--- config.mk ---
export PLATFORM = sky130hd
export DESIGN_NAME = param_transmitter
export DESIGN_NICKNAME = d
export VERILOG_FILES = /design/src/rtl/UART_pkg.sv /design/src/rtl/sync_FIFO_buffer.sv /design/src/rtl/param_transmitter.sv
export SDC_FILE = /design/constraint.sdc
export NUM_CORES = 1
export LEC_CHECK = 0
export ABC_AREA = 1
export BUFFER_PORTS_ARGS = -buffer_cell sky130_fd_sc_hd__buf_2
export CORE_AREA = 2 2 200 202
export DETAILED_ROUTE_END_ITERATION = 10
export DIE_AREA = 0 0 202 204
export PLACE_DENSITY_LB_ADDON = 0.15
export SLEW_MARGIN = 25
export SYNTH_ARGS = -nofsm -noshare
export SYNTH_HDL_FRONTEND = slang
export SYNTH_SLANG_ARGS = --single-unit
--- constraint.sdc ---
create_clock -name clk_i -period 2.7 [get_ports clk_i]
set_input_delay 0.135 -clock clk_i [delete_from_list [all_inputs] [get_ports clk_i]]
set_output_delay 0.135 -clock clk_i [all_outputs]
set_load 0.02 [all_outputs]
--- src/rtl/UART_pkg.sv ---
// Shared types and encodings for the parametrised UART transmitter.
// Frame-format codes and FSM state type live here.
package UART_pkg;

  typedef enum logic [2:0] {
    ST_IDLE,
    ST_START,
    ST_DATA,
    ST_PARITY,
    ST_STOP,
    ST_BREAK
  } tx_fsm_e;

  localparam logic [2:0] DW_5 = 3'd0;
  localparam logic [2:0] DW_6 = 3'd1;
  localparam logic [2:0] DW_7 = 3'd2;
  localparam logic [2:0] DW_8 = 3'd3;
  localparam logic [2:0] DW_9 = 3'd4;

  localparam logic [1:0] SB_1BIT   = 2'b00;
  localparam logic [1:0] SB_1P5BIT = 2'b01;
  localparam logic [1:0] SB_2BIT   = 2'b10;

  localparam logic [1:0] PAR_EVEN = 2'b00;
  localparam logic [1:0] PAR_ODD  = 2'b01;

  // Width code to number of data bits; reserved codes fall back to 8.
  function automatic logic [3:0] data_bits(input logic [2:0] w);
    if (w <= DW_9) return 4'd5 + {1'b0, w};
    else           return 4'd8;
  endfunction

endpackage

--- src/rtl/sync_FIFO_buffer.sv ---
// Synchronous first-word-fall-through FIFO.
// Head word is visible on data_o whenever the FIFO is non-empty.
module sync_FIFO_buffer #(
  parameter int WIDTH = 9,
  parameter int DEPTH = 16
) (
  input  logic                   clk_i,
  input  logic                   rst_n_i,
  input  logic                   wr_i,
  input  logic                   rd_i,
  input  logic [WIDTH-1:0]       data_i,
  output logic [WIDTH-1:0]       data_o,
  output logic                   empty_o,
  output logic                   full_o,
  output logic [$clog2(DEPTH):0] count_o
);

  localparam int AW = $clog2(DEPTH);

  logic [WIDTH-1:0] mem_q [DEPTH];
  logic [AW-1:0]    wptr_q, rptr_q;
  logic [AW:0]      cnt_q;
  logic             wr_en, rd_en;

  assign empty_o = (cnt_q == '0);
  assign full_o  = (cnt_q == (AW+1)'(DEPTH));
  assign count_o = cnt_q;
  assign data_o  = mem_q[rptr_q];
  assign rd_en   = rd_i && !empty_o;
  assign wr_en   = wr_i && (!full_o || rd_en);

  // Storage array, no reset needed.
  always_ff @(posedge clk_i) begin
    if (wr_en) mem_q[wptr_q] <= data_i;
  end

  // Pointers and occupancy.
  always_ff @(posedge clk_i or negedge rst_n_i) begin
    if (!rst_n_i) begin
      wptr_q <= '0;
      rptr_q <= '0;
      cnt_q  <= '0;
    end else begin
      if (wr_en) wptr_q <= wptr_q + 1'b1;
      if (rd_en) rptr_q <= rptr_q + 1'b1;
      if (wr_en && !rd_en)      cnt_q <= cnt_q + 1'b1;
      else if (rd_en && !wr_en) cnt_q <= cnt_q - 1'b1;
    end
  end

endmodule

--- src/rtl/param_transmitter.sv ---
// Parametrised UART transmitter: FIFO-fed framer with CTS and break.
// tx_o is registered and lags the FSM state by one cycle.
module param_transmitter
  import UART_pkg::*;
#(
  parameter int FIFO_DEPTH    = 16,
  parameter int OVERSAMPLE    = 16,
  parameter int MAX_DATA_BITS = 9,
  parameter int BREAK_W       = 8
) (
  input  logic                          clk_i,
  input  logic                          rst_i,
  input  logic                          enable_i,
  input  logic                          ov_baud_rt_i,
  input  logic [MAX_DATA_BITS-1:0]      data_tx_i,
  input  logic                          tx_fifo_write_i,
  input  logic [2:0]                    data_width_i,
  input  logic [1:0]                    stop_bits_i,
  input  logic [1:0]                    parity_mode_i,
  input  logic                          cts_en_i,
  input  logic                          cts_n_i,
  input  logic                          break_req_i,
  input  logic [BREAK_W-1:0]            break_len_i,
  output logic                          tx_o,
  output logic                          tx_busy_o,
  output logic                          tx_done_o,
  output logic                          break_done_o,
  output logic                          overflow_o,
  output logic                          tx_fifo_empty_o,
  output logic                          tx_fifo_full_o,
  output logic [$clog2(FIFO_DEPTH):0]   tx_fifo_count_o
);

  localparam int TW = $clog2(OVERSAMPLE*2);
  localparam logic [TW-1:0] T1  = TW'(OVERSAMPLE-1);
  localparam logic [TW-1:0] T15 = TW'(OVERSAMPLE*3/2-1);
  localparam logic [TW-1:0] T2  = TW'(OVERSAMPLE*2-1);

  tx_fsm_e                  state_q, state_d;
  logic [TW-1:0]            tick_q, tick_d;
  logic [3:0]               bit_q, bit_d;
  logic [3:0]               nb_q, nb_d;
  logic [BREAK_W-1:0]       brk_q, brk_d;
  logic [BREAK_W-1:0]       blen_q, blen_d;
  logic                     mark_q, mark_d;
  logic [MAX_DATA_BITS-1:0] shr_q, shr_d;
  logic [1:0]               sb_q, sb_d;
  logic                     pen_q, pen_d;
  logic                     par_q, par_d;
  logic                     tx_q;

  logic [MAX_DATA_BITS-1:0] fifo_dout, masked;
  logic [3:0]               nbits;
  logic                     pop, line, bit_end, stop_end;
  logic [TW-1:0]            stop_lim;

  sync_FIFO_buffer #(
    .WIDTH(MAX_DATA_BITS),
    .DEPTH(FIFO_DEPTH)
  ) u_fifo (
    .clk_i   (clk_i),
    .rst_n_i (!rst_i),
    .wr_i    (tx_fifo_write_i),
    .rd_i    (pop),
    .data_i  (data_tx_i),
    .data_o  (fifo_dout),
    .empty_o (tx_fifo_empty_o),
    .full_o  (tx_fifo_full_o),
    .count_o (tx_fifo_count_o)
  );

  assign nbits      = data_bits(data_width_i);
  assign bit_end    = ov_baud_rt_i && (tick_q == T1);
  assign stop_end   = ov_baud_rt_i && (tick_q == stop_lim);
  assign tx_busy_o  = (state_q != ST_IDLE);
  assign overflow_o = tx_fifo_write_i && tx_fifo_full_o && !pop;
  assign tx_o       = tx_q;

  // Mask off data bits above the configured width.
  always_comb begin
    masked = '0;
    for (int i = 0; i < MAX_DATA_BITS; i++)
      masked[i] = fifo_dout[i] && (4'(i) < nbits);
  end

  // Stop length for the latched format, in ticks minus one.
  always_comb begin
    stop_lim = T2;
    if (sb_q == SB_1BIT)        stop_lim = T1;
    else if (sb_q == SB_1P5BIT) stop_lim = T15;
  end

  // Frame sequencer: next state, line value and strobes.
  always_comb begin
    state_d      = state_q;
    tick_d       = ov_baud_rt_i ? tick_q + 1'b1 : tick_q;
    bit_d        = bit_q;
    nb_d         = nb_q;
    brk_d        = brk_q;
    blen_d       = blen_q;
    mark_d       = mark_q;
    shr_d        = shr_q;
    sb_d         = sb_q;
    pen_d        = pen_q;
    par_d        = par_q;
    pop          = 1'b0;
    line         = 1'b1;
    tx_done_o    = 1'b0;
    break_done_o = 1'b0;
    unique case (state_q)
      ST_IDLE: begin
        tick_d = '0;
        if (break_req_i) begin
          state_d = ST_BREAK;
          blen_d  = (break_len_i == '0) ? BREAK_W'(1) : break_len_i;
          brk_d   = '0;
          mark_d  = 1'b0;
        end else if (!tx_fifo_empty_o && enable_i &&
                     (!cts_en_i || !cts_n_i)) begin
          state_d = ST_START;
          pop     = 1'b1;
          shr_d   = masked;
          nb_d    = nbits;
          sb_d    = stop_bits_i;
          pen_d   = !parity_mode_i[1];
          par_d   = (^masked) ^ (parity_mode_i == PAR_ODD);
          bit_d   = '0;
        end
      end
      ST_START: begin
        line = 1'b0;
        if (bit_end) begin
          state_d = ST_DATA;
          tick_d  = '0;
        end
      end
      ST_DATA: begin
        line = shr_q[0];
        if (bit_end) begin
          tick_d = '0;
          shr_d  = shr_q >> 1;
          bit_d  = bit_q + 1'b1;
          if (bit_q == nb_q - 4'd1)
            state_d = pen_q ? ST_PARITY : ST_STOP;
        end
      end
      ST_PARITY: begin
        line = par_q;
        if (bit_end) begin
          state_d = ST_STOP;
          tick_d  = '0;
        end
      end
      ST_STOP: begin
        line = 1'b1;
        if (stop_end) begin
          state_d   = ST_IDLE;
          tick_d    = '0;
          tx_done_o = 1'b1;
        end
      end
      ST_BREAK: begin
        line = mark_q;
        if (bit_end) begin
          tick_d = '0;
          if (mark_q) begin
            state_d      = ST_IDLE;
            break_done_o = 1'b1;
          end else if (brk_q == blen_q - 1'b1) begin
            mark_d = 1'b1;
            brk_d  = '0;
          end else begin
            brk_d = brk_q + 1'b1;
          end
        end
      end
      default: state_d = ST_IDLE;
    endcase
  end

  // State and datapath registers.
  always_ff @(posedge clk_i or posedge rst_i) begin
    if (rst_i) begin
      state_q <= ST_IDLE;
      tick_q  <= '0;
      bit_q   <= '0;
      nb_q    <= 4'd8;
      brk_q   <= '0;
      blen_q  <= '0;
      mark_q  <= 1'b0;
      shr_q   <= '0;
      sb_q    <= SB_1BIT;
      pen_q   <= 1'b0;
      par_q   <= 1'b0;
      tx_q    <= 1'b1;
    end else begin
      state_q <= state_d;
      tick_q  <= tick_d;
      bit_q   <= bit_d;
      nb_q    <= nb_d;
      brk_q   <= brk_d;
      blen_q  <= blen_d;
      mark_q  <= mark_d;
      shr_q   <= shr_d;
      sb_q    <= sb_d;
      pen_q   <= pen_d;
      par_q   <= par_d;
      tx_q    <= line;
    end
  end

endmodule
# ---- After elaboration in Yosys (flattened, before gate mapping)
# Memories as Yosys holds them, arrays and structs flattened.
# Cells that the tools add are included.
dict set report classes {
  add_sub_neg 10
  multipliers 0
  div 0
  bitwise_logic 2
  eq_ne 24
  shifts 0
  n_reduce_logical 45
  order_cmp 10
  muxes 50
}
# op n
set ops {}
lappend ops {{two-way mux 8 bit} 5}
lappend ops {{two-way mux 3 bit} 10}
lappend ops {{two-way mux 5 bit} 6}
lappend ops {{two-way mux 9 bit} 3}
lappend ops {{inequality test 2 bit (second input constant)} 11}
lappend ops {{two-way mux 4 bit} 5}
lappend ops {{logical AND 1 bit} 19}
lappend ops {{case mux 3 bit (6 select lines)} 1}
lappend ops {{case mux 9 bit (2 select lines)} 1}
lappend ops {{< comparator 3 x 4 -> 1 bit (first input constant)} 4}
lappend ops {{case mux 8 bit (2 select lines)} 1}
lappend ops {{case mux 5 bit (3 select lines)} 1}
lappend ops {{two-way mux 1 bit} 14}
lappend ops {{adder 4 x 1 -> 4 bit (second input constant)} 3}
lappend ops {{adder 5 x 1 -> 5 bit (second input constant)} 2}
lappend ops {{XOR reduction 9 bit} 1}
lappend ops {{adder 8 x 1 -> 8 bit (second input constant)} 1}
lappend ops {{equality test 8 bit} 1}
lappend ops {{zero test 1 bit} 8}
lappend ops {{zero test 8 bit} 1}
lappend ops {{< comparator 1 x 4 -> 1 bit (first input constant)} 2}
lappend ops {{< comparator 2 x 4 -> 1 bit (first input constant)} 2}
lappend ops {{case mux 4 bit (2 select lines)} 1}
lappend ops {{AND reduction 4 bit} 2}
lappend ops {{29 further kinds} 36}
dict set report totals {
  register_bits 60
  romBits 0
  memories 1
  mem_bits_rw 144
  latchBits 0
  word_cells 157
}
# memory words word_bits rd rd_clocked_by_memory_dff write_ports line
set mem_list {}
lappend mem_list {u_fifo.mem_q 16 9 1 0 1 sync_FIFO_buffer.sv:20} ;# logic [WIDTH-1:0] mem_q [DEPTH];

# ---- Longest topological paths before layout
# Gate-level depths: netlist (run 1).
dict set report depth {
  word_depth 14
  mapped_depth 19
  depth_no_buf 17
}

# ---- Modules after synthesis
# From an unflattened synthesis (run 1), not the netlist that was laid out.
dict set report unflattened {
  cells_unflattened 1104
  area_unflattened_um2 10072.2
}
# mod instances area_per_inst_um2 cells_per_inst
set modules_own_cells {}
lappend modules_own_cells {sync_FIFO_buffer 1 7060.5 691}
lappend modules_own_cells {param_transmitter 1 3011.6 413}

# ---- Worst setup path after synthesis (run 1)
# Ideal clock, no wire load.
dict set report synth_timing {
  path_type {reg-to-reg}
  startpoint {reg u_fifo.cnt_q[0] (netlist: u_fifo.count_o[0])}
  endpoint {reg u_fifo.cnt_q[4] (netlist: u_fifo.count_o[4])}
  path_stages_with_launch 16
  setup_time_ps 131
  period_less_slack_ps 2915
  arrival_time_ps 2783
  setup_slack_ps -215
  t_required_ps 2569
  cell_sequence {dfrtp_1 > nor4_1 > nand2_1 > nand3_1 > inv_1 > nand3_2 > buf_1 > ha_1 > inv_1 > fa_1 > a21o_1 > a21oi_1 > nand2_1 > nand2_1 > nor2_1 > xor2_1}
}
dict set report synth_via {
  elab_chain_len 13
}
# element line
set synth_lines {}
lappend synth_lines {{from (decl)} sync_FIFO_buffer.sv:22} ;# logic [AW:0] cnt_q;
lappend synth_lines {{from (signal assigned)} sync_FIFO_buffer.sv:46} ;# if (wr_en && !rd_en) cnt_q <= cnt_q + 1'b1;
lappend synth_lines {{from (signal assigned)} sync_FIFO_buffer.sv:47} ;# else if (rd_en && !wr_en) cnt_q <= cnt_q - 1'b1;
lappend synth_lines {{zero test 5 bit} sync_FIFO_buffer.sv:25} ;# assign empty_o = (cnt_q == '0);
lappend synth_lines {{zero test 1 bit} {sync_FIFO_buffer.sv:29, param_transmitter.sv:118}}
lappend synth_lines {{logical AND 1 bit (2 in a row)} param_transmitter.sv:118} ;# end else if (!tx_fifo_empty_o && enable_i &&
lappend synth_lines {{two-way mux 1 bit} param_transmitter.sv:118}
lappend synth_lines {{two-way mux 1 bit} param_transmitter.sv:113} ;# if (break_req_i) begin
lappend synth_lines {{two-way mux 1 bit} param_transmitter.sv:110} ;# unique case (state_q)
lappend synth_lines {{logical AND 1 bit} sync_FIFO_buffer.sv:29} ;# assign rd_en = rd_i && !empty_o;
lappend synth_lines {{logical OR 1 bit} sync_FIFO_buffer.sv:30} ;# assign wr_en = wr_i && (!full_o || rd_en);
lappend synth_lines {{logical AND 1 bit} sync_FIFO_buffer.sv:30}
lappend synth_lines {{zero test 1 bit} sync_FIFO_buffer.sv:47}
lappend synth_lines {{logical AND 1 bit} sync_FIFO_buffer.sv:47}
lappend synth_lines {{nonzero test 2 bit (no line)} n/a}
# Parallel ways exist; a longest one is shown, timed or not. The select of a mux whose other input is x is not followed.
# A chain may end at the register's enable or synchronous reset.

# ---- Worst setup path after layout (run 1)
dict set report layout_timing {
  startpoint {reg u_fifo.cnt_q[0] (netlist: u_fifo.count_o[0])}
  endpoint {reg u_fifo.cnt_q[4] (netlist: u_fifo.count_o[4])}
}
dict set report layout_via {
  elab_chain_len 13
}
# element line
set layout_lines {}
lappend layout_lines {{zero test 5 bit} sync_FIFO_buffer.sv:25}
lappend layout_lines {{zero test 1 bit} {sync_FIFO_buffer.sv:29, param_transmitter.sv:118}}
lappend layout_lines {{logical AND 1 bit (2 in a row)} param_transmitter.sv:118}
lappend layout_lines {{two-way mux 1 bit} param_transmitter.sv:118}
lappend layout_lines {{two-way mux 1 bit} param_transmitter.sv:113}
lappend layout_lines {{two-way mux 1 bit} param_transmitter.sv:110}
lappend layout_lines {{logical AND 1 bit} sync_FIFO_buffer.sv:29}
lappend layout_lines {{logical OR 1 bit (*)} sync_FIFO_buffer.sv:30}
lappend layout_lines {{logical AND 1 bit (*)} sync_FIFO_buffer.sv:30}
lappend layout_lines {{named net u_fifo.wr_en} sync_FIFO_buffer.sv:23} ;# logic wr_en, rd_en;
lappend layout_lines {{zero test 1 bit} sync_FIFO_buffer.sv:47}
lappend layout_lines {{logical AND 1 bit} sync_FIFO_buffer.sv:47}
lappend layout_lines {{nonzero test 2 bit (no line)} n/a}
# The timed path passes the listed nets; every way through them passes the cells marked *. The select of a mux whose other input is x is not followed.

==> results of run 1 <==
[worst min path at each step]
stage	start	endpoint	slack, ns	cells after the start
floorplan	data_tx_i[0]	u_fifo.mem_q[0][0]	0.23	0
global placement	rst_i	u_fifo.count_o[2]	0.27	2
detailed placement	rst_i	u_fifo.count_o[2]	0.27	2
CTS	data_tx_i[4]	u_fifo.mem_q[7][4]	0.003	1
global route	data_tx_i[4]	u_fifo.mem_q[7][4]	0.02	1
finish	data_tx_i[4]	u_fifo.mem_q[11][4]	0.02	1
[Yosys cell counts, types with 3 or more instances]
master / instances / area, um2
xnor2_1: 12 / 105
inv_1: 82 / 308
clkbuf_1: 4 / 15.0
edfxtp_1: 144 / 4320
a211oi_1: 3 / 22.5
buf_6: 8 / 90.1
ha_1: 17 / 213
o21ai_1: 22 / 110
nor2_2: 4 / 25.0
nand3_1: 103 / 515
buf_2: 18 / 90.1
o211ai_1: 4 / 30.0
dfrtp_1: 58 / 1450
nor3_1: 11 / 55.1
nor2_1: 100 / 375
nand2_1: 265 / 995
xor2_1: 21 / 184
inv_2: 12 / 45.0
nand4_1: 5 / 31.3
a21oi_1: 18 / 90.1
o21ai_0: 43 / 215
nand3_2: 3 / 30.0
buf_1: 3 / 11.3
[timing repair]
item                                   4_1_cts  5_1_grt
endpoints found under the hold margin      144        0
resized for setup                            1        6
pin swaps                                    0        1
setup endpoints to repair                    1       20
hold buffers                                22        0
[area by class of cell]
class / instances / area (um2) / share of cell area
sequential: 204 / 5830 / 0.499
multi-input combinational: 658 / 3280 / 0.281
timing repair buffer: 102 / 788 / 0.0675
tap: 525 / 657 / 0.0562
clock buffer: 29 / 641 / 0.0548
inverter: 96 / 363 / 0.0311
clock inverter: 17 / 121 / 0.0104
[critical path: cells and delay by family, from the launching register on]
kind | cells | cell delay [ns]
simple gates | 9 | 0.91
flops | 1 | 0.42
fa+ha+maj | 2 | 0.41
compound gates | 2 | 0.30
buf+inv | 3 | 0.21
xor+xnor | 1 | 0.13
[cell usage in the layout, fill, tap and decap left out, types with 2 or more instances in the layout]
cell	count
nand2_1	265
edfxtp_1	144
nand3_1	102
nor2_1	94
inv_1	80
dfrtp_1	55
o21ai_0	43
buf_2	43
buf_4	31
clkbuf_16	25
o21ai_1	22
dlygate4sd3_1	22
xor2_1	21
a21oi_1	17
ha_1	16
inv_2	14
xnor2_1	12
nor3_1	11
nor2_2	10
clkinv_1	9
buf_12	6
nand4_1	5
clkinv_2	5
nand3_2	4
o211ai_1	4
clkbuf_1	4
a211oi_1	3
a21oi_2	3
dfrtp_2	3
a21o_1	2
or2_2	2
a31oi_1	2
o41ai_1	2
nor2_4	2
dfstp_2	2
[through the flow]
stage,cells,utilization,power [W]
after floorplan,993,-,0.00792
after global placement,1563,0.272,0.00965
after detailed placement,1563,0.272,0.00963
after CTS,1631,0.297,0.0129
after global routing,1631,0.298,0.0138
final,1631,0.298,0.0127
[metal layers]
layer,vias up,global-route usage,wire [um]
met4,0,0.0286,523
met5,-,0,0
li1,3499,-,-
met1,3309,0.173,12300
met2,91,0.206,11600
met3,35,0.0204,864
[cells by family (layout without fill, tap and decap cells)]
family | count (synthesis) | count (layout) | share of synthesized area
AOI/OAI and AO/OA | 105 | 105 | 0.0606
adders and majority gates | 18 | 18 | 0.0241
and+or+nand+nor | 502 | 502 | 0.220
xor gates and xnor gates | 33 | 33 | 0.0300
DFF | 204 | 204 | 0.604
buffers and inverters | 131 | 244 | 0.0606
[power by group]
group | internal, W | switching (W)
logic | 0.00185 | 0.00341
clock network | 0.00180 | 0.00136
registers | 0.00397 | 0.000336
total | 0.00762 | 0.00510
[sequential cells by signal, indices dropped and copies added, names as in the netlist, 3 cells and up]
signal	cells
state_q	3
tick_q	5
blen_q	8
u_fifo.count_o	5
shr_q	9
u_fifo.rptr_q	4
bit_q	4
nb_q	4
brk_q	8
u_fifo.mem_q	144
u_fifo.wptr_q	4
==> results_tabular.tex, run 1 <==
\begin{tabular}{lr}
\hline
Metric & Value \\
\hline
\multicolumn{2}{l}{\textbf{Status}} \\
Outcome & finished, final reports clean \\
\multicolumn{2}{l}{\textbf{Clock tree}} \\
Inserted Clock Buffers & 25 \\
Clock sinks & 204 \\
Clk Tree Root Cell & clkbuf\_16 \\
Buffer depth of the longest clock path & 3 \\
Clock Latency Late Sink & 0.55 ns \\
Total number of H-tree levels & 1 \\
Clock-pin slew of the registers on the worst-case setup and hold paths & 0.06 ns \\
CTS tree & yes \\
Setup fix buffers added after clock tree synthesis & 0 \\
\multicolumn{2}{l}{\textbf{STA}} \\
Hold slack & 0.0177 ns \\
Slew margin rel. & 0.368 \\
Setup ws final & 0.190 ns \\
Portion of the clock cycle consumed by the worst path in the final layout & 0.930 \\
Final Hold Viols & 0 \\
Skew final & 0.0187 ns \\
Unrepaired setup endpoints after global routing & no \\
Final Critical Period & 2.51 ns \\
Count of final max-slew check failures & 0 \\
Finish-stage setup viols & 0 \\
Highest clock frequency the design can meet & 398 MHz \\
Sum Neg Setup Slack & 0 ns \\
Slew at the pin closest to its max-slew limit & 0.944 ns \\
\multicolumn{2}{l}{\textbf{Cells and area}} \\
Diode count & 0 \\
Area added between synthesis and finish & 21.2\% \\
Fill cell instance count of the final layout & 4125 \\
Post-Layout Inst Area & 11700 um2 \\
Share of post-route cells with drive strength above 1 & 0.145 \\
Layout net count & 1137 \\
\multicolumn{2}{l}{\textbf{Yosys}} \\
Synthesized area per cell & 9.71 um2 \\
EDFF count, synth & 144 \\
Count of yosys warnings during synthesis & 0 \\
Net count of the mapped netlist & 1043 \\
Count of unique library cells instantiated by Yosys & 47 \\
Top\_reg\_cell synth & edfxtp\_1 \\
Register bit count reported by yosys & 204 \\
Proportion of synthesized chip area in sequential cells & 0.604 \\
Ys async rst share & 0.294 \\
Summed instance area of the synthesized netlist & 9640 um2 \\
Number of instances in the synthesized netlist & 993 \\
\multicolumn{2}{l}{\textbf{Critical path}} \\
Required arrival time at the worst endpoint & 3.12 ns \\
Critical Path Sink & u\_fifo.count\_o[4] \\
Cell with the biggest individual delay on the critical path & dfrtp\_2 \\
Crit-path max cell delay & 0.42 ns \\
Startpoint Class & register \\
Crit path top cell by count & nand2\_1 \\
Crit end category & register \\
Origin of the critical flop-to-flop path & u\_fifo.count\_o[0] \\
Maximum fanout encountered on the critical timing path & 4 \\
Setup slack of the most critical reg-to-reg path & 0.19 ns \\
Arrival @ worst endpoint & 2.93 ns \\
R2r worst-path depth & 17 \\
End of the worst register-to-register path & u\_fifo.count\_o[4] \\
Launch point of the critical path & u\_fifo.count\_o[0] \\
Cell Chain, Critical Path & nor4\_4 > nand2\_1 > nand3\_2 > inv\_1 > nand3\_2 > nand2\_1 > nand2\_1 > inv\_2 > ha\_1 > inv\_2 > ha\_4 > a21o\_1 > a21oi\_2 > nand2\_1 > nand2\_1 > nor2\_1 > xor2\_1 \\
Type of the worst setup path & reg -> reg \\
\multicolumn{2}{l}{\textbf{Drt}} \\
Vias per cell & 4.25 \\
Total iterations of the first detailed-routing run & 6 \\
Via count & 6934 \\
Post-detailed-routing wire length & 25300 um \\
Wire length per cell after detailed routing & 15.5 um \\
Number of nets with antenna violations after routing & 0 \\
Drt drc & 0 \\
Initial detailed-routing violation count & 405 \\
\multicolumn{2}{l}{\textbf{Floorplan}} \\
Starting density of the core & 0.246 \\
Number of primary I/O pins & 44 \\
Core Footprint & 39200 um2 \\
Die area & 41200 um2 \\
Number of placement rows & 73 \\
Vert. Die Dim & 204 um \\
Horizontal die dimension & 202 um \\
\multicolumn{2}{l}{\textbf{Run}} \\
Reported max-cap violation count & 0 \\
\multicolumn{2}{l}{\textbf{Place}} \\
Minimum setup slack after placement & 0.00977 ns \\
HPWL after detailed placement & 17000 um \\
Placer congestion estimate & 0.739 \\
Total of buffers placed on input and output ports & 43 \\
Post-DP Area & 10700 um2 \\
\multicolumn{2}{l}{\textbf{Global route}} \\
Total global routing overflow & 0 \\
Number of antenna violations at the first check in global routing & 0 \\
Number of global-route vias before repair & 6987 \\
Pin count of the biggest net entering global routing & 53 \\
Total routing resource utilization after global routing & 0.125 \\
Wire length of the first global-routing pass & 40300 um \\
\multicolumn{2}{l}{\textbf{Min path}} \\
Class of the tightest hold or removal check & in -> reg \\
\multicolumn{2}{l}{\textbf{Power}} \\
Total power density per cell area & 1090 nW/um2 \\
VDD IR-drop max & 425 uV \\
Leakage dissipation & 4.80 nW \\
\hline
\end{tabular}
Note: power is estimated with default switching activity, not from simulation.
==> run 2, diff against run 1 <==
--- a/config.mk
+++ b/config.mk
@@ -5,11 +5,11 @@
 export SDC_FILE = /design/constraint.sdc
 export NUM_CORES = 1
 export LEC_CHECK = 0
-export ABC_AREA = 1
+export ABC_AREA = 0
 export BUFFER_PORTS_ARGS = -buffer_cell sky130_fd_sc_hd__buf_2
-export CORE_AREA = 2 2 200 202
+export CORE_AREA = 2 2 196 198
 export DETAILED_ROUTE_END_ITERATION = 10
-export DIE_AREA = 0 0 202 204
+export DIE_AREA = 0 0 198 200
 export PLACE_DENSITY_LB_ADDON = 0.15
 export SLEW_MARGIN = 25
 export SYNTH_ARGS = -nofsm -noshare
==> run 2 against run 1 <==
Synthesized area shrank 4.0%. Final cell count shrank 21%. Largest power group is now sequential cells. Critical path type unchanged. First-iteration DRC count shrank 11%. Critical endpoint unchanged. Largest cell class unchanged. Highest routed layer unchanged. Synthesized cell count shrank 35%. Clock power shrank 3%. Via count shrank 18%.
==> results_tabular.tex, run 2 <==
\begin{tabular}{lr}
\hline
Metric & Value \\
\hline
\multicolumn{2}{l}{\textbf{STA}} \\
Portion of the clock cycle consumed by the worst path in the final layout & 0.987 (+0.0577) \\
Skew final & 0.0195 ns (+0.000797 ns) \\
Unrepaired setup endpoints after global routing & yes \\
Final Critical Period & 2.67 ns (+0.156 ns) \\
Count of final max-slew check failures & 0 (unchanged) \\
Slew at the pin closest to its max-slew limit & 0.910 ns (-0.0334 ns) \\
Final Hold Viols & 0 (unchanged) \\
Hold slack & 0.0655 ns (+0.0478 ns) \\
Highest clock frequency the design can meet & 375 MHz (-5.8\%) \\
Sum Neg Setup Slack & 0 ns (unchanged) \\
Slew margin rel. & 0.388 (+0.0195) \\
Finish-stage setup viols & 0 (unchanged) \\
Setup ws final & 0.0339 ns (-0.156 ns) \\
\multicolumn{2}{l}{\textbf{Min path}} \\
Class of the tightest hold or removal check & in -> reg \\
Start point of the worst min-delay path & data\_width\_i[1] \\
Hold Crit Depth & 3 (+2) \\
Hold worst-path end & nb\_q[3] \\
\multicolumn{2}{l}{\textbf{Drt}} \\
Wire length per cell after detailed routing & 18.5 um (+19\%) \\
Initial detailed-routing violation count & 361 (-11\%) \\
Number of nets with antenna violations after routing & 0 (unchanged) \\
Vias per cell & 4.39 (+3.3\%) \\
Post-detailed-routing wire length & 23900 um (-5.6\%) \\
Via count & 5690 (-18\%) \\
Total iterations of the first detailed-routing run & 5 (-1) \\
Drt drc & 0 (unchanged) \\
\multicolumn{2}{l}{\textbf{Yosys}} \\
Most instantiated cells after synthesis & 144 x edfxtp\_1, 58 x dfrtp\_1, 47 x nand2\_1 \\
EDFF count, synth & 144 (unchanged) \\
Main area contributors after synthesis & edfxtp\_1 47\%, dfrtp\_1 16\%, mux4\_2 6.6\% \\
Number of instances in the synthesized netlist & 645 (-35\%) \\
Register bit count reported by yosys & 204 (unchanged) \\
Area share of the leading cell type in the synthesized netlist & 0.467 (+0.0187) \\
Cell taking the most area after synthesis & edfxtp\_1 \\
Net count of the mapped netlist & 695 (-33\%) \\
Top\_reg\_cell synth & edfxtp\_1 \\
Proportion of synthesized chip area in sequential cells & 0.630 (+0.0252) \\
Most frequently used cell type in the post-synthesis netlist & edfxtp\_1 \\
Ys async rst share & 0.294 (unchanged) \\
Synthesized area per cell & 14.4 um2 (+48\%) \\
Count of unique library cells instantiated by Yosys & 67 (+43\%) \\
Summed instance area of the synthesized netlist & 9260 um2 (-4.0\%) \\
Count of yosys warnings during synthesis & 0 (unchanged) \\
\multicolumn{2}{l}{\textbf{Cells and area}} \\
Diode count & 0 (unchanged) \\
Layout net count & 817 (-28\%) \\
Largest register FFs & 144 (unchanged) \\
Largest register by flop count & u\_fifo.mem\_q \\
Most frequent standard cell in the layout excluding fill and tap cells & edfxtp\_1 \\
Highest-count cells in the layout ignoring fill and taps & 144 x edfxtp\_1, 52 x dfrtp\_1, 49 x buf\_4 \\
Share of post-route cells with drive strength above 1 & 0.266 (+0.122) \\
Largest registers & u\_fifo.mem\_q x144, shr\_q x9 \\
Number of cells in the finished layout apart from fillers & 1296 (-21\%) \\
Area added between synthesis and finish & 24.7\% \\
\multicolumn{2}{l}{\textbf{Critical path}} \\
Startpoint Class & register \\
Arrival @ worst endpoint & 3.08 ns (+0.15 ns) \\
Cell Chain, Critical Path & nor4\_4 > nor2b\_4 > nand3b\_1 > nor3\_4 > o21ai\_2 > inv\_2 > ha\_4 > inv\_6 > ha\_4 > a21o\_1 > a21oi\_2 > xnor2\_1 > nor2\_1 > xor2\_1 \\
Type of the worst setup path & reg -> reg \\
Origin of the critical flop-to-flop path & u\_fifo.count\_o[0] \\
Worst path top cell family by delay & simple AND/OR/NAND/NOR gates \\
Maximum fanout encountered on the critical timing path & 4 (unchanged) \\
R2r worst-path depth & 14 (-3) \\
Cell with the biggest individual delay on the critical path & dfrtp\_2 \\
Worst Path Buf+Inv & 2 (-1) \\
Crit end category & register \\
Crit path top cell by count & ha\_4 \\
End of the worst register-to-register path & u\_fifo.count\_o[4] \\
Required arrival time at the worst endpoint & 3.11 ns (about the same) \\
Setup slack of the most critical reg-to-reg path & 0.03 ns (-0.16 ns) \\
Crit-path max cell delay & 0.42 ns (about the same) \\
\multicolumn{2}{l}{\textbf{Run}} \\
Reported max-cap violation count & 0 (unchanged) \\
\multicolumn{2}{l}{\textbf{Power}} \\
Total power density per cell area & 993 nW/um2 (-8.9\%) \\
VDD IR-drop max & 452 uV (+6.2\%) \\
Combinational share of power & 0.358 (-0.055) \\
Part of the power in the clock network & 0.267 (+0.018) \\
Part of the power in registers & 0.375 (+0.037) \\
Cell internal pwr & 0.00768 W (+0.76\%) \\
Switching component of the power & 0.00378 W (-26\%) \\
Switching share of power & 0.330 (-0.0712) \\
Leakage dissipation & 4.18 nW (-13\%) \\
\multicolumn{2}{l}{\textbf{Clock tree}} \\
Total number of H-tree levels & 1 (unchanged) \\
CTS tree & yes \\
Clock sinks & 204 (unchanged) \\
Clock-pin slew of the registers on the worst-case setup and hold paths & 0.06 ns (about the same) \\
Clk Tree Root Cell & clkbuf\_16 \\
Clock Latency Late Sink & 0.55 ns (about the same) \\
Buffer depth of the longest clock path & 3 (unchanged) \\
Inserted Clock Buffers & 24 (-4.0\%) \\
\multicolumn{2}{l}{\textbf{Place}} \\
Placer congestion estimate & 0.807 (+9.2\%) \\
Number of cells after detailed placement & 1221 (-22\%) \\
HPWL after detailed placement & 15700 um (-7.6\%) \\
Minimum setup slack after placement & 0.000246 ns (-0.00952 ns) \\
Total of buffers placed on input and output ports & 43 (unchanged) \\
\multicolumn{2}{l}{\textbf{Global route}} \\
Total routing resource utilization after global routing & 0.124 (-0.00176) \\
Pin count of the biggest net entering global routing & 61 (+15\%) \\
Number of global-route vias before repair & 5868 (-16\%) \\
Total global routing overflow & 0 (unchanged) \\
Wire length of the first global-routing pass & 36300 um (-9.8\%) \\
Number of antenna violations at the first check in global routing & 0 (unchanged) \\
\multicolumn{2}{l}{\textbf{Floorplan}} \\
Number of placement rows & 71 (-2.7\%) \\
Number of primary I/O pins & 44 (unchanged) \\
Horizontal die dimension & 198 um (-2.0\%) \\
Core Footprint & 37400 um2 (-4.6\%) \\
Die area & 39600 um2 (-3.9\%) \\
Starting density of the core & 0.248 (+0.00144) \\
Vert. Die Dim & 200 um (-2.0\%) \\
\multicolumn{2}{l}{\textbf{Status}} \\
Outcome & finished, final reports clean \\
\hline
\end{tabular}
## run 2: cell types whose count changed in the layout (fill, tap and decap cells not counted), moves of 18 or more
cell / change
o21ai_0: -25
mux2i_1: +31
buf_4: +18
inv_1: -63
nor2_1: -57
nand3_1: -91
nand2_1: -219
mux4_2: +27
## run 2: worst reg2reg max path, stage by stage (launching register included)
cell      delay [ns]
dfrtp_2         0.42
nor4_4          0.29
nor2b_4         0.18
nand3b_1        0.18
nor3_4          0.08
o21ai_2         0.19
inv_2           0.07
ha_4            0.18
inv_6           0.07
ha_4            0.20
a21o_1          0.17
a21oi_2         0.15
xnor2_1         0.13
nor2_1          0.08
xor2_1          0.16
## run 2: power by group through the flow
stage	Clock, W	Sequential [W]	Combinational (W)
after global routing	0.00329	0.00436	0.00454
after global placement	0	0.00433	0.00401
after CTS	0.00318	0.00430	0.00410
after detailed placement	0	0.00435	0.00404
after floorplan	0	0.00428	0.00277
final	0.00306	0.00430	0.00411
## run 2: metrics by stage
stage,instance area [um2],util,total power (W)
2_1_floorplan,9330,-,0.00705
3_3_place_gp,10500,0.280,0.00834
3_5_place_dp,10500,0.280,0.00839
4_1_cts,11500,0.307,0.0116
5_1_grt,11500,0.309,0.0122
6_report,11500,0.309,0.0115
## run 2: kinds of logic after synthesis
| logic type | share of synthesized area |
|---|---|
| compound gates | 0.0642 |
| xor+xnor | 0.0400 |
| fa+ha+maj | 0.0251 |
| buf+inv | 0.0280 |
| flops | 0.630 |
| mux | 0.120 |
| simple gates | 0.0930 |
## run 2: per-layer routing
layer	up-vias	global-route usage	routed length, um	share of wire
li1	2672	-	-	-
met1	2861	0.167	11300	0.47
met2	112	0.204	11100	0.46
met3	45	0.0218	976	0.041
met4	0	0.0348	589	0.025
met5	-	0	0	0
## run 2: area by class of cell
| type | instances | area, um2 |
|---|---|---|
| fill | 3722 | 25900 |
| sequential | 204 | 5840 |
| clock inverter | 8 | 58.8 |
| timing repair buffer | 123 | 943 |
| clock buffer | 36 | 686 |
| multi-input combinational | 392 | 3290 |
| inverter | 22 | 87.6 |
| tap | 511 | 639 |
## run 2: what timing repair did
action	4_1_cts	5_1_grt
gates resized for setup	2	11
hold endpoints to repair	219	0
hold buffers	26	0
endpoints found under the setup margin	2	5
pin swaps	0	15
buffers inserted	0	5
## run 2: worst max-delay path by stage
stage / startpoint / end / slack, ns / cells after the start
2_1_floorplan: u_fifo.count_o[3] / u_fifo.count_o[4] / -0.12 / 14
3_3_place_gp: u_fifo.rptr_q[3] / par_q / -0.005 / 9
3_5_place_dp: u_fifo.rptr_q[3] / par_q / 0.0002 / 9
4_1_cts: u_fifo.count_o[3] / u_fifo.count_o[4] / 0.02 / 14
5_1_grt: u_fifo.count_o[0] / u_fifo.count_o[4] / -0.17 / 14
6_report: u_fifo.count_o[0] / u_fifo.count_o[4] / 0.03 / 14
==> run 3, diff against run 2 <==
--- a/config.mk
+++ b/config.mk
@@ -6,12 +6,13 @@
 export NUM_CORES = 1
 export LEC_CHECK = 0
 export ABC_AREA = 0
-export BUFFER_PORTS_ARGS = -buffer_cell sky130_fd_sc_hd__buf_2
 export CORE_AREA = 2 2 196 198
 export DETAILED_ROUTE_END_ITERATION = 10
 export DIE_AREA = 0 0 198 200
+export DONT_BUFFER_PORTS = 1
 export PLACE_DENSITY_LB_ADDON = 0.15
 export SLEW_MARGIN = 25
 export SYNTH_ARGS = -nofsm -noshare
 export SYNTH_HDL_FRONTEND = slang
+export SYNTH_HIERARCHICAL = 1
 export SYNTH_SLANG_ARGS = --single-unit
==> run 3 against run 2 <==
The flow now finishes with violations (negative hold slack, negative setup slack). Non-clock buffer count is 19 lower. Sequential share of layout area is 1.2 points lower. Die area stayed put. Final cell count is 1.2% higher. Via count is 1.5% higher.
==> results_tabular.tex, run 3 <==
\begin{tabular}{lr}
\hline
Metric & Value \\
\hline
\multicolumn{2}{l}{\textbf{Critical path}} \\
Crit end category & register \\
Worst Path Buf+Inv & 3 (+1) \\
Crit path top cell by count & a21oi\_2 \\
Startpoint Class & register \\
Crit-path max cell delay & 0.56 ns (+0.14 ns) \\
Origin of the critical flop-to-flop path & u\_fifo/count\_o[1] \\
Cell with the biggest individual delay on the critical path & or4\_4 \\
Cell Chain, Critical Path & or4\_4 > nor2\_4 > nand2b\_4 > a21oi\_2 > nor2b\_1 > nand2\_1 > clkinv\_2 > o21a\_1 > inv\_2 > ha\_4 > inv\_6 > fa\_2 > a21o\_1 > a21oi\_2 > mux2i\_1 > xnor2\_1 \\
Type of the worst setup path & reg -> reg \\
Arrival @ worst endpoint & 3.52 ns (+0.44 ns) \\
Worst path top cell family by delay & simple AND/OR/NAND/NOR gates \\
Maximum fanout encountered on the critical timing path & 5 (+1) \\
Required arrival time at the worst endpoint & 3.16 ns (+0.05 ns) \\
Launch point of the critical path & u\_fifo/count\_o[1] \\
\multicolumn{2}{l}{\textbf{Place}} \\
Total of buffers placed on input and output ports & 0 (-100\%) \\
Number of cells after detailed placement & 1222 (+0.082\%) \\
HPWL after detailed placement & 15500 um (-1.4\%) \\
Placer congestion estimate & 0.778 (-3.5\%) \\
\multicolumn{2}{l}{\textbf{Drt}} \\
Wire length per cell after detailed routing & 17.4 um (-5.9\%) \\
Post-detailed-routing wire length & 22800 um (-4.8\%) \\
Via count & 5775 (+1.5\%) \\
Vias per cell & 4.41 (+0.33\%) \\
Met1 wire length & 10800 um (-4.2\%) \\
Number of nets with antenna violations after routing & 0 (unchanged) \\
Drt drc & 0 (unchanged) \\
Uppermost signal routing layer after detailed routing & met5 \\
Initial detailed-routing violation count & 244 (-32\%) \\
Detailed route wirelength on metal2 & 10800 um (-3.1\%) \\
Total iterations of the first detailed-routing run & 4 (-1) \\
Detail Route met3 WL & 724 um (-26\%) \\
\multicolumn{2}{l}{\textbf{Yosys}} \\
Count of yosys warnings during synthesis & 6 (+6) \\
Net count of the mapped netlist & 720 (+3.6\%) \\
Ys async rst share & 0.294 (unchanged) \\
Main area contributors after synthesis & edfxtp\_1 47\%, dfrtp\_1 16\%, mux4\_2 4.4\% \\
Area share of the leading cell type in the synthesized netlist & 0.467 (about the same) \\
Most instantiated cells after synthesis & 144 x edfxtp\_1, 58 x dfrtp\_1, 57 x nand2\_1 \\
Number of instances in the synthesized netlist & 670 (+3.9\%) \\
Count of unique library cells instantiated by Yosys & 62 (-7.5\%) \\
Most frequently used cell type in the post-synthesis netlist & edfxtp\_1 \\
Cell taking the most area after synthesis & edfxtp\_1 \\
Summed instance area of the synthesized netlist & 9250 um2 (about the same) \\
Proportion of synthesized chip area in sequential cells & 0.630 (about the same) \\
Top\_reg\_cell synth & edfxtp\_1 \\
Register bit count reported by yosys & 204 (unchanged) \\
Synthesized area per cell & 13.8 um2 (-3.8\%) \\
EDFF count, synth & 144 (unchanged) \\
\multicolumn{2}{l}{\textbf{Floorplan}} \\
Number of primary I/O pins & 44 (unchanged) \\
Starting density of the core & 0.247 (about the same) \\
Die area & 39600 um2 (unchanged) \\
Vert. Die Dim & 200 um (unchanged) \\
Core Footprint & 37400 um2 (unchanged) \\
Horizontal die dimension & 198 um (unchanged) \\
Number of placement rows & 71 (unchanged) \\
\multicolumn{2}{l}{\textbf{Min path}} \\
Start point of the worst min-delay path & break\_len\_i[6] \\
Class of the tightest hold or removal check & in -> reg \\
\multicolumn{2}{l}{\textbf{Cells and area}} \\
Largest registers & u\_fifo/mem\_q x144, shr\_q x9 \\
Number of cells in the finished layout apart from fillers & 1311 (+1.2\%) \\
Highest-count cells in the layout ignoring fill and taps & 144 x edfxtp\_1, 69 x buf\_4, 55 x dfrtp\_1 \\
Largest register FFs & 144 (unchanged) \\
Post-layout utilization of the core & 0.316 (+0.00723) \\
Largest register by flop count & u\_fifo/mem\_q \\
Share of post-route cells with drive strength above 1 & 0.271 (+0.00443) \\
Fill cell instance count of the final layout & 3696 (-0.70\%) \\
Layout net count & 831 (+1.7\%) \\
Most frequent standard cell in the layout excluding fill and tap cells & edfxtp\_1 \\
Area added between synthesis and finish & 27.7\% \\
\multicolumn{2}{l}{\textbf{STA}} \\
Unrepaired setup endpoints after global routing & yes \\
Sum Neg Setup Slack & -1.10 ns (-1.10 ns) \\
Slew margin rel. & 0.563 (+0.175) \\
Highest clock frequency the design can meet & 327 MHz (-13\%) \\
Count of final max-slew check failures & 0 (unchanged) \\
Hold slack & -0.00787 ns (-0.0733 ns) \\
Finish-stage setup viols & 5 (+5) \\
Final Hold Viols & 1 (+1) \\
Skew final & 0.0151 ns (-0.00443 ns) \\
Slew at the pin closest to its max-slew limit & 0.654 ns (-0.257 ns) \\
Portion of the clock cycle consumed by the worst path in the final layout & 1.13 (+0.144) \\
Final Critical Period & 3.05 ns (+0.389 ns) \\
Setup ws final & -0.355 ns (-0.389 ns) \\
\multicolumn{2}{l}{\textbf{Power}} \\
Leakage dissipation & 4.46 nW (+6.5\%) \\
VDD IR-drop max & 478 uV (+5.9\%) \\
Total power density per cell area & 1040 nW/um2 (+4.7\%) \\
\multicolumn{2}{l}{\textbf{Global route}} \\
Total routing resource utilization after global routing & 0.115 (-0.00889) \\
Number of global-route vias before repair & 6045 (+3.0\%) \\
Total global routing overflow & 0 (unchanged) \\
Wire length of the first global-routing pass & 35200 um (-3.2\%) \\
Pin count of the biggest net entering global routing & 49 (-20\%) \\
Number of antenna violations at the first check in global routing & 3 (+3) \\
\multicolumn{2}{l}{\textbf{Clock tree}} \\
Clock sinks & 204 (unchanged) \\
Clk Tree Root Cell & clkbuf\_16 \\
Inserted Clock Buffers & 24 (unchanged) \\
Total number of H-tree levels & 1 (unchanged) \\
Clock-pin slew of the registers on the worst-case setup and hold paths & 0.06 ns (about the same) \\
CTS tree & yes \\
Clock Latency Late Sink & 0.54 ns (about the same) \\
Buffer depth of the longest clock path & 3 (unchanged) \\
\multicolumn{2}{l}{\textbf{Run}} \\
Reported max-cap violation count & 0 (unchanged) \\
\multicolumn{2}{l}{\textbf{Status}} \\
Violations in the final reports & negative hold slack, negative setup slack \\
Outcome & finished with violations \\
\hline
\end{tabular}
run 3: repair_timing:
action | 4_1_cts | 5_1_grt
endpoints found under the hold margin | 216 | 0
cloned | 1 | 4
hold buffers | 28 | 0
pin swaps | 25 | 13
buffers inserted | 9 | 5
endpoints found under the setup margin | 78 | 150
resized for setup | 48 | 18
run 3: logic make-up (layout without fill, tap and decap cells):
logic type,after synthesis,count (layout),synth area share
XOR/XNOR,37,37,0.0365
buffers and inverters,45,169,0.0196
flip-flops,204,204,0.630
AND/OR/NAND/NOR,172,176,0.0975
multiplexers,66,66,0.0970
AO/OA/AOI/OAI,128,128,0.0944
other,0,2,0
adder cells (fa/ha/maj),18,18,0.0252
run 3: worst reg2reg max path, cell delays in order, from the launching register on:
cell and delay [ns]:
dfrtp_2 0.40, or4_4 0.56, nor2_4 0.13, nand2b_4 0.13, a21oi_2 0.03, nor2b_1 0.12
nand2_1 0.10, clkinv_2 0.09, o21a_1 0.13, inv_2 0.08, ha_4 0.16, inv_6 0.05
fa_2 0.33, a21o_1 0.17, a21oi_2 0.14, mux2i_1 0.22, xnor2_1 0.14
run 3: per-layer routing:
layer	vias to the layer above	GRT usage
met2	75	0.186
met4	2	0.0278
met5	-	0.00370
met3	30	0.0228
met1	2894	0.157
li1	2774	-
run 3: cell type report:
type	instances	area, um2	share of cell area
Antenna cell	2	5.00	0.000424
Clock buffer	30	623	0.0527
Clock inverter	13	169	0.0143
Inverter	22	91.3	0.00773
Multi-Input combinational cell	425	3520	0.298
Sequential cell	204	5830	0.494
Tap cell	511	639	0.0541
Timing Repair Buffer	104	932	0.0789
run 3: path summary, 6_finish.rpt:
check / end / slack (ns) / cells past startpoint
worst min-delay path: blen_q[0] / -0.008 / 4
worst max-delay path: u_fifo/count_o[4] / -0.35 / 16
max in group asynchronous: u_fifo/count_o[0] / 1.87 / 3
worst min register to register: nb_q[3] / 0.49 / 2
worst max register to register: u_fifo/count_o[4] / -0.35 / 16
min in group asynchronous: blen_q[7] / 0.17 / 2
run 3: where the power goes:
part / internal, W / total (W) / switching (W)
logic: 0.00237 / 0.00474 / 0.00236
registers: 0.00392 / 0.00428 / 0.000361
clock network: 0.00193 / 0.00325 / 0.00132
run 3: through the flow:
step / total power [W] / instance area (um2) / worst slack, ns / hold WS, ns
finish: 0.0123 / 11800 / -0.355 / -0.00787
global route: 0.0131 / 11800 / -0.525 / 0.0193
CTS: 0.0123 / 11700 / -0.371 / 0.0132
detailed placement: 0.00862 / 10400 / -0.394 / 0.155
global placement: 0.00854 / 10400 / -0.315 / 0.235
floorplan: 0.00713 / 9340 / -0.628 / 0.234
